### config.mk
export PLATFORM = sky130hd
export DESIGN_NAME = reset_sequencer
export DESIGN_NICKNAME = d
export VERILOG_FILES = /design/src/rtl/reset_sequencer.sv
export SDC_FILE = /design/constraint.sdc
export NUM_CORES = 1
export LEC_CHECK = 0
export CORE_MARGIN = 3
export CORE_UTILIZATION = 35
export DETAILED_ROUTE_END_ITERATION = 16
export SYNTH_ARGS = -nofsm -noshare
export SYNTH_HDL_FRONTEND = slang
export SYNTH_SLANG_ARGS = --single-unit
### constraint.sdc
create_clock -name clk_in -period 4.75 [get_ports clk_in]
set_input_delay 0.95 -clock clk_in [delete_from_list [all_inputs] [get_ports clk_in]]
set_output_delay 0.95 -clock clk_in [all_outputs]
set_load 0.005 [all_outputs]
### src/rtl/reset_sequencer.sv
// Staged power-on / soft reset sequencer.
// After the board reset button is released, NUM_OUT positive reset outputs
// are released in ascending order: bit 0 after POR_DELAY cycles, then one
// bit every STAGE_DELAY cycles. A debounced soft-reset request re-asserts a
// masked subset of the outputs, holds them, and re-sequences only that subset.
module reset_sequencer #(
  parameter int NUM_OUT     = 4,
  parameter int CNT_W       = 24,
  parameter int POR_DELAY   = 2_500_000,
  parameter int STAGE_DELAY = 65536,
  parameter int DEBOUNCE    = 16,
  parameter int SOFT_HOLD   = 1024
) (
  input  logic               clk_in,
  input  logic               reset_button_n,
  input  logic               soft_reset_req,
  input  logic [NUM_OUT-1:0] soft_reset_mask,
  output logic [NUM_OUT-1:0] reset_out,
  output logic               all_released,
  output logic               busy
);

  localparam int DEB_W = $clog2(DEBOUNCE + 1);

  localparam logic [CNT_W-1:0]   POR_LAST   = CNT_W'(POR_DELAY - 1);
  localparam logic [CNT_W-1:0]   STAGE_LAST = CNT_W'(STAGE_DELAY - 1);
  localparam logic [CNT_W-1:0]   SOFT_LAST  = CNT_W'(SOFT_HOLD - 1);
  localparam logic [DEB_W-1:0]   DEB_MAX    = DEB_W'(DEBOUNCE);
  localparam logic [NUM_OUT-1:0] BIT0       = NUM_OUT'(1);

  typedef enum logic [2:0] {
    S_HOLD,
    S_POR_WAIT,
    S_STAGE,
    S_RUN,
    S_SOFT_ASSERT,
    S_SOFT_WAIT_REL
  } state_t;

  state_t             state_q;
  logic [CNT_W-1:0]   cnt_q;
  logic [NUM_OUT-1:0] reset_out_q;
  logic [NUM_OUT-1:0] rel_set_q;
  logic               all_rel_q;
  logic               busy_q;

  logic [1:0]         rel_sync_q;
  logic [1:0]         soft_sync_q;
  logic [DEB_W-1:0]   deb_cnt_q;
  logic [DEB_W-1:0]   deb_cnt_d;
  logic               deb_used_q;

  logic               soft_req_s;
  logic               deb_sat;
  logic               trigger;
  logic               por_tick;
  logic               por_hit;
  logic [NUM_OUT-1:0] por_out;
  logic [NUM_OUT-1:0] pending;
  logic [NUM_OUT-1:0] next_bit;
  logic [NUM_OUT-1:0] stage_out;
  logic               stage_last;

  assign soft_req_s = soft_sync_q[1];
  assign deb_sat    = (deb_cnt_q == DEB_MAX);

  // A saturated request that was already seen in RUN (acted on or ignored
  // because the mask was empty) must drop before it can trigger again.
  assign trigger = (state_q == S_RUN) && deb_sat && !deb_used_q && (soft_reset_mask != '0);

  // The cycle that leaves HOLD counts as the first power-on delay cycle, so
  // bit 0 clears exactly POR_DELAY edges after the synchroniser output rises.
  // HOLD always carries a zero counter, so the same compare serves both states.
  assign por_tick = (state_q == S_POR_WAIT) || rel_sync_q[1];
  assign por_hit  = (cnt_q == POR_LAST);
  assign por_out  = reset_out_q & ~BIT0;

  // Lowest still-asserted bit of the active release set; releasing it is one
  // stage step. Bits outside the set are skipped without spending cycles.
  assign pending    = reset_out_q & rel_set_q;
  assign next_bit   = pending & (~pending + NUM_OUT'(1));
  assign stage_out  = reset_out_q & ~next_bit;
  assign stage_last = ((pending & ~next_bit) == '0);

  // Next debounce count: run length of the synchronised request, saturating.
  always_comb begin
    deb_cnt_d = deb_cnt_q;
    if (!soft_req_s) begin
      deb_cnt_d = '0;
    end else if (!deb_sat) begin
      deb_cnt_d = deb_cnt_q + DEB_W'(1);
    end
  end

  // Two-flop synchronisers for the button release and the soft request.
  always_ff @(posedge clk_in or negedge reset_button_n) begin
    if (!reset_button_n) begin
      rel_sync_q  <= '0;
      soft_sync_q <= '0;
    end else begin
      rel_sync_q  <= {rel_sync_q[0], 1'b1};
      soft_sync_q <= {soft_sync_q[0], soft_reset_req};
    end
  end

  // Debounce counter and the "this request was already consumed" flag.
  always_ff @(posedge clk_in or negedge reset_button_n) begin
    if (!reset_button_n) begin
      deb_cnt_q  <= '0;
      deb_used_q <= 1'b0;
    end else begin
      deb_cnt_q <= deb_cnt_d;
      if (!soft_req_s) begin
        deb_used_q <= 1'b0;
      end else if ((state_q == S_RUN) && deb_sat) begin
        deb_used_q <= 1'b1;
      end
    end
  end

  // Sequencer FSM with registered reset outputs and status flags.
  always_ff @(posedge clk_in or negedge reset_button_n) begin
    if (!reset_button_n) begin
      state_q     <= S_HOLD;
      cnt_q       <= '0;
      reset_out_q <= '1;
      rel_set_q   <= '1;
      all_rel_q   <= 1'b0;
      busy_q      <= 1'b1;
    end else begin
      case (state_q)
        S_HOLD, S_POR_WAIT: begin
          if (por_tick) begin
            if (por_hit) begin
              reset_out_q <= por_out;
              cnt_q       <= '0;
              if (por_out == '0) begin
                state_q   <= S_RUN;
                all_rel_q <= 1'b1;
                busy_q    <= 1'b0;
              end else begin
                state_q <= S_STAGE;
              end
            end else begin
              state_q <= S_POR_WAIT;
              cnt_q   <= cnt_q + CNT_W'(1);
            end
          end
        end

        S_STAGE: begin
          if (cnt_q == STAGE_LAST) begin
            reset_out_q <= stage_out;
            cnt_q       <= '0;
            if (stage_last) begin
              state_q   <= S_RUN;
              all_rel_q <= (stage_out == '0);
              busy_q    <= 1'b0;
            end
          end else begin
            cnt_q <= cnt_q + CNT_W'(1);
          end
        end

        S_RUN: begin
          if (trigger) begin
            rel_set_q   <= soft_reset_mask;
            reset_out_q <= reset_out_q | soft_reset_mask;
            all_rel_q   <= 1'b0;
            busy_q      <= 1'b1;
            cnt_q       <= '0;
            state_q     <= S_SOFT_ASSERT;
          end
        end

        S_SOFT_ASSERT: begin
          if (cnt_q == SOFT_LAST) begin
            cnt_q   <= '0;
            state_q <= S_SOFT_WAIT_REL;
          end else begin
            cnt_q <= cnt_q + CNT_W'(1);
          end
        end

        S_SOFT_WAIT_REL: begin
          if (!soft_req_s) begin
            cnt_q   <= '0;
            state_q <= S_STAGE;
          end
        end

        default: begin
          state_q     <= S_HOLD;
          cnt_q       <= '0;
          reset_out_q <= '1;
          rel_set_q   <= '1;
          all_rel_q   <= 1'b0;
          busy_q      <= 1'b1;
        end
      endcase
    end
  end

  assign reset_out    = reset_out_q;
  assign all_released = all_rel_q;
  assign busy         = busy_q;

endmodule
==> results.json <==
{
  "core_area_um2": 7410,
  "finalWirelength_um": 6070,
  "cts_buffers": 5,
  "regToRegEndpoint": "state_q[1]$_DFFE_PN0P_",
  "fillerInstances": 736,
  "crit_end": "state_q[1]$_DFFE_PN0P_",
  "drive_gt1_share_pct": 9.65,
  "track_usage_pct": 14.9,
  "clk_pin_slew_ns": 0.09,
  "crit_type": "in2reg",
  "finClkSkew_ns": 0.00854,
  "insertedDiodeCount": 0,
  "die-height_um": 94.1,
  "synth_nets": 312,
  "crit_fanout": 19,
  "cp.arrival_ns": 3.47,
  "die_w_um": 94.1,
  "drv_cap": 0,
  "async_flop_share_pct": 100,
  "ys_types": 58,
  "peakVddDrop_mv": 0.0987,
  "holdBufCountCts": 0,
  "multiInputGateArea_um2": 1440,
  "syn-cell-area_um2": 2720,
  "ys_seq_elements": 47,
  "post_cts_buffers": 0,
  "final_core_util_pct": 40.8,
  "max_slew_margin_pct": 31.5,
  "hold_class": "reg2reg",
  "fmax_ghz": 0.308,
  "worst_pin_slew_ns": 1.03,
  "globalRoute.totalOverflow": 0,
  "vias_per_cell": 5.57,
  "report.final.hold_viol_count": 0,
  "post-place-ws_ns": 1.23,
  "reg2reg_depth": 7,
  "final.setup.worst_slack_ns": 1.51,
  "antenna_found_initial": 0,
  "dp_hpwl_um": 4180,
  "regArea_um2": 1190,
  "initialDrtViolationCount": 220,
  "start_util_pct": 36.7,
  "clk_latency_ns": 0.31,
  "p_total_uw": 694,
  "clock-root-buffer": "clkbuf_8",
  "drt-wirelength-per-cell_um": 14.8,
  "gp_congestion": 0.832,
  "rsz0062_at_grt": "false",
  "leakagePower_nw": 1.22,
  "clock-sinks": 47,
  "slew_violations": 0,
  "crit_path_end_kind": "register",
  "dr.pass1.iters": 4,
  "drc": 0,
  "ys.flop_type": "dfrtp_1",
  "grt_max_degree": 48,
  "area_growth_syn_to_layout_pct": 11.3,
  "io_buffers": 12,
  "synthCells": 302,
  "ys_seq_area_share_pct": 43.7,
  "fp-row-count": 31,
  "detail-route-antenna-nets": 0,
  "cts.path.max_buffers": 2,
  "syn_area_per_cell_um2": 9.00,
  "yosysWarnings": 0,
  "cp-start-kind": "input port",
  "setup_viol": 0,
  "min_period_ns": 3.24,
  "reg2reg_setup_slack_ns": 1.80,
  "dieArea_um2": 8860,
  "grt_pass1_vias": 2094,
  "cellPowerDensity_nw_per_um2": 229,
  "cp-startpoint": "soft_reset_mask[2]",
  "cts_tree": "done",
  "pin_count": 13,
  "final_area_um2": 3020,
  "cp.required_ns": 4.98,
  "cts-htree-levels": 2,
  "synth-edff-count": 0,
  "grt_pass1_wl_um": 10600,
  "cts_resized": 0,
  "final_nets": 320,
  "place_area_um2": 2930,
  "fin_crit_sh_pct": 68.3,
  "setup_tns_ns": 0,
  "reg2reg_from": "deb_cnt_q[0]$_DFFE_PN0P_",
  "dr_total_vias": 2284,
  "status": "finished clean"
}
-- cells in the mapped netlist, types with 2 or more instances --
library cell,n,share of area [%]
o21ai_1,3,0.55
nand2_1,26,3.6
nor2_1,32,4.4
and2_1,6,1.4
xor2_1,12,3.9
dfstp_2,9,8.7
nor3_1,9,1.7
and3_1,7,1.6
nand4b_1,2,0.64
o22ai_1,4,0.92
or2_2,2,0.46
or4_1,4,1.1
nand2b_1,3,0.69
o41ai_1,3,0.97
a21boi_0,2,0.55
xnor2_1,2,0.64
o311ai_0,3,0.97
o31ai_1,6,1.7
nor3b_1,2,0.55
inv_1,10,1.4
o21ai_0,14,2.6
nor2b_1,2,0.46
a31oi_1,5,1.2
a21oi_1,8,1.5
buf_2,6,1.1
and4_1,4,1.3
mux2i_1,2,0.74
nand4_1,19,4.4
ha_1,3,1.4
clkbuf_1,6,0.83
dfrtp_1,38,35
or4_4,2,0.83
nand3_1,14,2.6
a22oi_1,4,1.1
nor4_1,4,0.92
buf_1,2,0.28
-- report_power, final --
part	switching, mW	total (mW)	internal, mW	leakage (nW)
Clock	0.144	0.263	0.119	0.0474
Combinational	0.0125	0.0215	0.00902	0.595
Sequential	0.00498	0.410	0.405	0.582
-- worst min-delay path by stage --
stage / from / end / slack, ns / cells after the start
after floorplan: rel_sync_q[0]$_DFF_PN0_ / rel_sync_q[1]$_DFF_PN0_ / 0.33 / 0
after global placement: rel_sync_q[0]$_DFF_PN0_ / rel_sync_q[1]$_DFF_PN0_ / 0.33 / 0
after detailed placement: soft_sync_q[0]$_DFF_PN0_ / soft_sync_q[1]$_DFF_PN0_ / 0.34 / 0
after CTS: soft_sync_q[0]$_DFF_PN0_ / soft_sync_q[1]$_DFF_PN0_ / 0.36 / 0
after global routing: soft_sync_q[0]$_DFF_PN0_ / soft_sync_q[1]$_DFF_PN0_ / 0.37 / 0
final: soft_sync_q[0]$_DFF_PN0_ / soft_sync_q[1]$_DFF_PN0_ / 0.36 / 0
-- worst max-delay path, stage by stage --
cell,delay [ns]
clkdlybuf4s50_1,0.50
or4_1,0.19
a31o_1,0.64
nand2_1,0.37
or4_4,0.60
a211oi_2,0.22
-- logic make-up (layout without fill, tap and decap cells) --
kind of cell               Yosys count  after routing  share of synthesized area, %
and+or+nand+nor                    146            146                          29.6
other                                1              1                         0.138
xor gates and xnor gates            14             14                          4.51
adders and majority gates            3              3                          1.38
DFF                                 47             47                          43.7
buffers and inverters               24             33                          3.59
muxes                                3              3                          1.15
AOI/OAI and AO/OA                   64             64                          15.9
-- state kept, by name, indices dropped and copies added, names as in the netlist --
| signal | cells |
|---|---|
| soft_sync_q | 2 |
| rel_set_q | 4 |
| deb_cnt_q | 5 |
| cnt_q | 24 |
| rel_sync_q | 2 |
| reset_out | 4 |
| state_q | 3 |
| deb_used_q | 1 |
| all_released | 1 |
| busy | 1 |
-- per-stage QoR --
step,cells,hold WS (ns)
finish,410,0.356
global route,410,0.374
CTS,410,0.359
detailed placement,402,0.336
global placement,402,0.334
floorplan,302,0.331
-- layout make-up --
| class | count | area share (%) |
|---|---|---|
| Inverter | 10 | 1.24 |
| Clock inverter | 2 | 0.538 |
| Multi-Input combinational cell | 231 | 47.6 |
| Sequential cell | 47 | 39.3 |
| Timing Repair Buffer | 15 | 4.55 |
| Clock buffer | 6 | 2.73 |
| Tap cell | 99 | 4.10 |
-- per-layer routing --
metal | part of all wire (%) | GRT usage, %
met3 | 3.1 | 2.48
met5 | 0 | 0
met4 | 0.99 | 4.33
met2 | 46 | 22.5
met1 | 50 | 21.7
-- cell usage in the layout, fill, tap and decap left out, drive strengths merged, types with 4 or more instances in the layout --
master	instances
nand4	19
dfstp	9
and4	4
inv	10
o22ai	4
nor2	32
xor2	12
a31oi	5
or4	6
buf	4
nor3	9
clkdlybuf4s50	11
nor4	5
nand2	26
and2	6
clkbuf	6
a22oi	4
o31ai	6
and3	7
nand3	14
dfrtp	38
o21ai	17
a21oi	8
(Power assumes the default switching activity.)
